<file path="config.mk">
export PLATFORM = sky130hd
export DESIGN_NAME = level_calibrator
export DESIGN_NICKNAME = d
export VERILOG_FILES = /design/src/rtl/level_calibrator_pkg.sv /design/src/rtl/level_calibrator_divider.sv /design/src/rtl/level_calibrator.sv
export SDC_FILE = /design/constraint.sdc
export NUM_CORES = 1
export LEC_CHECK = 0
export ABC_AREA = 1
export ABC_CLOCK_PERIOD_IN_PS = 7800
export BUFFER_PORTS_ARGS = -buffer_cell sky130_fd_sc_hd__buf_2
export CORE_ASPECT_RATIO = 2
export CORE_UTILIZATION = 32
export CTS_CLUSTER_SIZE = 8
export DETAILED_ROUTE_END_ITERATION = 12
export HOLD_SLACK_MARGIN = 0.05
export PLACE_DENSITY = 0.57
export SLEW_MARGIN = 10
export SYNTH_ARGS = -nofsm -noshare
export SYNTH_HDL_FRONTEND = slang
export SYNTH_SLANG_ARGS = --single-unit
</file>
<file path="constraint.sdc">
create_clock -name clk_100MHz -period 7.8 [get_ports clk_100MHz]
set_input_delay 1.56 -clock clk_100MHz [delete_from_list [all_inputs] [get_ports clk_100MHz]]
set_output_delay 1.56 -clock clk_100MHz [all_outputs]
set_load 0.005 [all_outputs]
</file>
<file path="src/rtl/level_calibrator_pkg.sv">
// Shared definitions for the level calibrator: FSM encoding, percent scale and
// default widths, so the display and alarm stages agree on them.
package level_calibrator_pkg;

   localparam int RAW_W_DEFAULT = 12;
   localparam int PCT_W_DEFAULT = 7;
   localparam int PCT_MAX       = 100;

   // Calibration defaults: high point at full scale, low point at zero.
   localparam bit CAL_HIGH_RST_BIT = 1'b1;
   localparam bit CAL_LOW_RST_BIT  = 1'b0;

   typedef enum logic [1:0] {
      IDLE  = 2'd0,
      CLAMP = 2'd1,
      DIV   = 2'd2,
      DONE  = 2'd3
   } calState_e;

endpackage

</file>
<file path="src/rtl/level_calibrator_divider.sv">
// Unsigned restoring divider, one quotient bit per cycle, W steps after start.
// done_o is high during the final step; the quotient is settled the cycle after.
module seq_divider #(
   parameter int W     = 19,
   parameter int OUT_W = 7
) (
   input  logic             clk,
   input  logic             rst,
   input  logic             start_i,
   input  logic             abort_i,
   input  logic [W-1:0]     dividend_i,
   input  logic [W-1:0]     divisor_i,
   output logic [OUT_W-1:0] quotient_o,
   output logic             done_o
);

   localparam int CW = $clog2(W + 1);

   logic [W-1:0]  rem_q, rem_d, quo_q, quo_d, den_q, den_d;
   logic [CW-1:0] cnt_q, cnt_d;
   logic          run_q, run_d;
   logic [W:0]    remShift;

   always_ff @(posedge clk or posedge rst) begin
      if (rst) begin
         rem_q <= '0;
         quo_q <= '0;
         den_q <= '0;
         cnt_q <= '0;
         run_q <= 1'b0;
      end else begin
         rem_q <= rem_d;
         quo_q <= quo_d;
         den_q <= den_d;
         cnt_q <= cnt_d;
         run_q <= run_d;
      end
   end

   // Shift the next dividend bit into the remainder, subtract if it fits.
   always_comb begin
      rem_d    = rem_q;
      quo_d    = quo_q;
      den_d    = den_q;
      cnt_d    = cnt_q;
      run_d    = run_q;
      remShift = {rem_q, quo_q[W-1]};
      if (abort_i) begin
         run_d = 1'b0;
      end else if (start_i) begin
         rem_d = '0;
         quo_d = dividend_i;
         den_d = divisor_i;
         cnt_d = CW'(W);
         run_d = 1'b1;
      end else if (run_q) begin
         if (remShift >= {1'b0, den_q}) begin
            rem_d = W'(remShift - {1'b0, den_q});
            quo_d = {quo_q[W-2:0], 1'b1};
         end else begin
            rem_d = remShift[W-1:0];
            quo_d = {quo_q[W-2:0], 1'b0};
         end
         cnt_d = cnt_q - 1'b1;
         if (cnt_q == CW'(1)) begin
            run_d = 1'b0;
         end
      end
   end

   assign done_o     = run_q && (cnt_q == CW'(1)) && !abort_i;
   assign quotient_o = quo_q[OUT_W-1:0];

endmodule

</file>
<file path="src/rtl/level_calibrator.sv">
// Stores full/empty calibration snapshots from debounced commands and converts
// each raw level sample into a 0..100 percent with a one-cycle valid strobe.
module level_calibrator
   import level_calibrator_pkg::*;
#(
   parameter int RAW_W = RAW_W_DEFAULT,
   parameter int PCT_W = PCT_W_DEFAULT
) (
   input  logic             clk_100MHz,
   input  logic             reset,
   input  logic             reset_cmd,
   input  logic             saveH_cmd,
   input  logic             saveL_cmd,
   input  logic [RAW_W-1:0] raw_level,
   input  logic             raw_valid,
   output logic [RAW_W-1:0] cal_high,
   output logic [RAW_W-1:0] cal_low,
   output logic             cal_ok,
   output logic [PCT_W-1:0] level_pct,
   output logic             pct_valid,
   output logic             busy
);

   localparam int NUM_W = RAW_W + 7;
   localparam logic [RAW_W-1:0] CAL_HIGH_RST = {RAW_W{CAL_HIGH_RST_BIT}};
   localparam logic [RAW_W-1:0] CAL_LOW_RST  = {RAW_W{CAL_LOW_RST_BIT}};

   calState_e        state_q, state_d;
   logic [RAW_W-1:0] sample_q, calHigh_q, calHigh_d, calLow_q, calLow_d;
   logic [PCT_W-1:0] pct_q, pct_d, result_q, result_d, divQuot;
   logic             pctValid_q, pctValid_d, useDiv_q, useDiv_d;
   logic             resetCmd_q, saveHCmd_q, saveLCmd_q;
   logic             resetEdge, saveHEdge, saveLEdge, calOk;
   logic             divStart, divAbort, divDone;
   logic [NUM_W-1:0] numerator, denominator;

   always_ff @(posedge clk_100MHz or posedge reset) begin
      if (reset) begin
         state_q    <= IDLE;
         sample_q   <= '0;
         calHigh_q  <= CAL_HIGH_RST;
         calLow_q   <= CAL_LOW_RST;
         pct_q      <= '0;
         pctValid_q <= 1'b0;
         result_q   <= '0;
         useDiv_q   <= 1'b0;
         resetCmd_q <= 1'b0;
         saveHCmd_q <= 1'b0;
         saveLCmd_q <= 1'b0;
      end else begin
         state_q    <= state_d;
         sample_q   <= raw_valid ? raw_level : sample_q;
         calHigh_q  <= calHigh_d;
         calLow_q   <= calLow_d;
         pct_q      <= pct_d;
         pctValid_q <= pctValid_d;
         result_q   <= result_d;
         useDiv_q   <= useDiv_d;
         resetCmd_q <= reset_cmd;
         saveHCmd_q <= saveH_cmd;
         saveLCmd_q <= saveL_cmd;
      end
   end

   // Commands are levels lasting many cycles; only the rising edge acts.
   assign resetEdge   = reset_cmd & ~resetCmd_q;
   assign saveHEdge   = saveH_cmd & ~saveHCmd_q;
   assign saveLEdge   = saveL_cmd & ~saveLCmd_q;
   assign calOk       = calHigh_q > calLow_q;
   assign numerator   = NUM_W'(sample_q - calLow_q) * NUM_W'(PCT_MAX);
   assign denominator = NUM_W'(calHigh_q - calLow_q);

   always_comb begin
      state_d    = state_q;
      calHigh_d  = calHigh_q;
      calLow_d   = calLow_q;
      pct_d      = pct_q;
      pctValid_d = 1'b0;
      result_d   = result_q;
      useDiv_d   = useDiv_q;
      divStart   = 1'b0;
      divAbort   = 1'b0;
      if (resetEdge) begin
         calHigh_d = CAL_HIGH_RST;
         calLow_d  = CAL_LOW_RST;
      end else if (saveHEdge) begin
         calHigh_d = sample_q;
      end else if (saveLEdge) begin
         calLow_d = sample_q;
      end
      if (resetEdge) begin
         state_d  = IDLE;
         divAbort = 1'b1;
      end else begin
         unique case (state_q)
            IDLE: begin
               if (raw_valid) begin
                  if (calOk) begin
                     state_d = CLAMP;
                  end else begin
                     pct_d      = '0;
                     pctValid_d = 1'b1;
                  end
               end
            end
            CLAMP: begin
               state_d = DONE;
               if (sample_q <= calLow_q) begin
                  result_d = '0;
                  useDiv_d = 1'b0;
               end else if (sample_q >= calHigh_q) begin
                  result_d = PCT_W'(PCT_MAX);
                  useDiv_d = 1'b0;
               end else begin
                  useDiv_d = 1'b1;
                  divStart = 1'b1;
                  state_d  = DIV;
               end
            end
            DIV: begin
               if (divDone) begin
                  state_d = DONE;
               end
            end
            DONE: begin
               pct_d      = useDiv_q ? divQuot : result_q;
               pctValid_d = 1'b1;
               state_d    = IDLE;
            end
            default: state_d = IDLE;
         endcase
      end
   end

   seq_divider #(
      .W     (NUM_W),
      .OUT_W (PCT_W)
   ) uDivider (
      .clk        (clk_100MHz),
      .rst        (reset),
      .start_i    (divStart),
      .abort_i    (divAbort),
      .dividend_i (numerator),
      .divisor_i  (denominator),
      .quotient_o (divQuot),
      .done_o     (divDone)
   );

   assign cal_high  = calHigh_q;
   assign cal_low   = calLow_q;
   assign cal_ok    = calOk;
   assign level_pct = pct_q;
   assign pct_valid = pctValid_q;
   assign busy      = (state_q != IDLE);

endmodule

</file>
==> flow_summary_export.csv <==
group,metric,value,unit
run_status,outcome,"completed",
global_routing,grt_pass1_wl,40.4,mm
die,std_cell_rows,85,
logic_synthesis,avgSynthCellArea,7.25,sq um
logic_synthesis,synth_cell_types,45,
global_routing,grt_use_met2,37.7,%
min_path,hold_class,"register to register",
sta,hold_viol_final,0,
clock_network,cts_buffer_depth,2,
sta,setup_ws,2830,ps
sta,fin_tns_setup,0,ps
routing,wl_per_cell,15.4,microns
logic_synthesis,yosys_warnings,0,
placement,dp.cells,1588,
logic_synthesis,async_reset_ff_share,100,%
critical_path,worstPathCellList,"ha_1, fa_1, o21ai_0, a21oi_1, o21ai_2, a21oi_1, xnor2_1, ha_1, fa_1, inv_1, fa_1, inv_1, ha_1, a21o_1, a31oi_1, nand3_1, nand3b_1, nand3_1, nand3_1",
pwr,p_per_area,487,nW/um^2
die,fp.dieW,119,microns
logic_synthesis,syn_inst,1216,
sta,period_needed,4970,ps
logic_synthesis,ys_ff_latch,108,
routing,drt_iter0_markers,263,
logic_synthesis,syn-num-nets,1347,
critical_path,path_class,"register to register",
global_routing,met1_usage,17.3,%
clock_network,clk_pin_slew_worst_paths,80,ps
flow_run,drv_cap,0,
die,io_pins,52,
routing,drc,0,
final_layout,finalNonFillerCells,1604,
critical_path,crit_family,"adder cells",
logic_synthesis,synth_top_cell_by_area,"dfrtp_1",
global_routing,antenna_found_initial,0,
sta,fin_crit_sh,63.7,%
critical_path,timing.critical_path.buf_inv,2,
global_routing,grt-busiest-layer,"met2",
logic_synthesis,synth_edf_count,0,
critical_path,cpPeakStageDelay,540,ps
critical_path,arrival,5210,ps
die,die_h,237,microns
sta,slew_viol_final,0,
die,core-area,27000,sq um
placement,gp_congestion,0.922,
clock_network,root_buffer,"clkbuf_16",
placement,port_buffers,51,
logic_synthesis,synth_top_area_share,27.3,%
pwr,ir_drop,0.209,mV
final_layout,drive_gt1_share,8.44,%
clock_network,postCtsHoldBufs,0,
logic_synthesis,syn-cell-area,8810,sq um
clock_network,cts_tree,"built",
sta,skew,16.4,ps
global_routing,grt_pass1_vias,8048,
logic_synthesis,synthTopCellsByArea,"dfrtp_1, nand2_1, ha_1, inv_1, nand3_1",
clock_network,postCtsSetupBuffers,0,
routing,routed_via_density,4.83,
global_routing,grt_usage,18.5,%
clock_network,clock-sinks,108,
clock_network,clk_latency,370,ps
routing,ant_nets,0,
clock_network,cts_max_level,3,
sta,rsz0062_at_grt,"false",
final_layout,nets,1382,
placement,hpwl,20.2,mm
logic_synthesis,yosysMostFrequentCell,"nand2_1",
pwr,p_total,4.71,mW
critical_path,endpoint_kind,"register",
global_routing,grt_max_degree,71,
critical_path,start_kind,"register",
logic_synthesis,synth_common_cells,"nand2_1, inv_1, nand3_1",
critical_path,required,8040,ps
logic_synthesis,ys.flop_type,"dfrtp_1",
final_layout,nFillCells,2993,
clock_network,cts_buffers,9,
sta,setup_viol,0,
placement,pre_cts_slack,2830,ps
die,start_util,32.6,%
global_routing,use_met3,1.49,%
final_layout,n_antenna_cell,0,
sta,maxSlewHeadroom,31.9,%
pwr,p_leak,5.25,nW
global_routing,grt-ovfl-total,0,
critical_path,critical_path.max_fanout,4,
final_layout,fin_util,35.8,%
routing,num_vias,7755,
final_layout,synthToLayoutAreaGrowth,9.61,%
die,dieArea,28200,sq um
routing,drt_first_pass_iters,6,
routing,totalWireLength,24.6,mm
logic_synthesis,synth.yosys.seq_area_share,30.8,%
sta,worstMarginPinSlew,1020,ps
sta,maxClockFrequency,201,MHz
critical_path,crit_slowest_cell,"o21ai_0",
clock_network,cts_resized,0,
[worst min-delay path, delay by kind of cell, from the launching register on]
kind	cells	cell delay [ps]
simple gates	2	90
flops	1	350
[power breakdown]
| part | switching, mW | internal, mW |
|---|---|---|
| Sequential | 0.132 | 0.733 |
| Combinational | 2.14 | 1.22 |
| Clock | 0.227 | 0.260 |
| Total | 2.50 | 2.21 |
[worst paths after layout]
check	startpoint	end	slack, ps	depth (start not counted)
min reg2reg	level_pct[2]$_DFFE_PP0P_	level_pct[2]$_DFFE_PP0P_	470	2
min	level_pct[2]$_DFFE_PP0P_	level_pct[2]$_DFFE_PP0P_	470	2
min in group asynchronous	reset	cal_low[2]$_DFFE_PP0P_	1220	2
max in group asynchronous	reset	uDivider.quo_q[13]$_DFFE_PP0P_	5270	3
max	cal_low[0]$_DFFE_PP0P_	uDivider.quo_q[18]$_DFFE_PP0P_	2830	19
max reg2reg	cal_low[0]$_DFFE_PP0P_	uDivider.quo_q[18]$_DFFE_PP0P_	2830	19
[cells in the final DEF, fill, tap and decap left out, types with 6 or more instances in the layout]
cell,Yosys,layout
o21ai_1,12,12
nand4_1,9,9
a21oi_1,38,38
ha_1,98,98
buf_2,9,51
nand3_1,101,101
nor2_1,82,82
nand2_1,343,343
inv_1,196,195
o21bai_1,6,6
o21ai_0,69,69
xnor2_1,19,19
xor2_1,27,27
a21o_1,9,9
dfrtp_1,96,96
dfstp_2,12,12
o22ai_1,11,11
fa_1,15,15
clkbuf_16,0,9
[logic make-up after synthesis]
family                     Yosys count  synth area share (%)
and+or+nand+nor                    561                  26.7
DFF                                108                  30.8
AOI/OAI and AO/OA                  160                  10.1
buffers and inverters              228                  10.5
xor gates and xnor gates            46                  4.57
adders and majority gates          113                  17.3
[flip-flops by register name (all words and copies together) (netlist names), 2 cells and up]
register,flops
cal_low,12
level_pct,7
cal_high,12
uDivider.cnt_q,5
uDivider.den_q,13
uDivider.quo_q,19
sample_q,12
state_q,2
uDivider.rem_q,19
[per-stage QoR]
| stage | hold WS [ps] | instance area [sq um] |
|---|---|---|
| floorplan | 452 | 8810 |
| detailed placement | 462 | 9350 |
| CTS | 479 | 9660 |
| global route | 490 | 9660 |
| global placement | 459 | 9350 |
| finish | 474 | 9660 |
[per-layer routing]
metal,vias up,wire length (microns)
met5,-,0
met4,0,1260
met3,60,319
met2,115,14400
met1,3658,8700
li1,3922,-
[final cells by class]
cell class	count	area, sq um	area share [%]
well taps	348	435	4.51
repair buffers	52	263	2.72
clock inverters	6	68.8	0.712
clock buffers	10	239	2.47
multi-input cells	880	5180	53.6
inverters	200	756	7.82
flip-flops and latches	108	2720	28.1
Note: power is estimated with default switching activity, not from simulation.
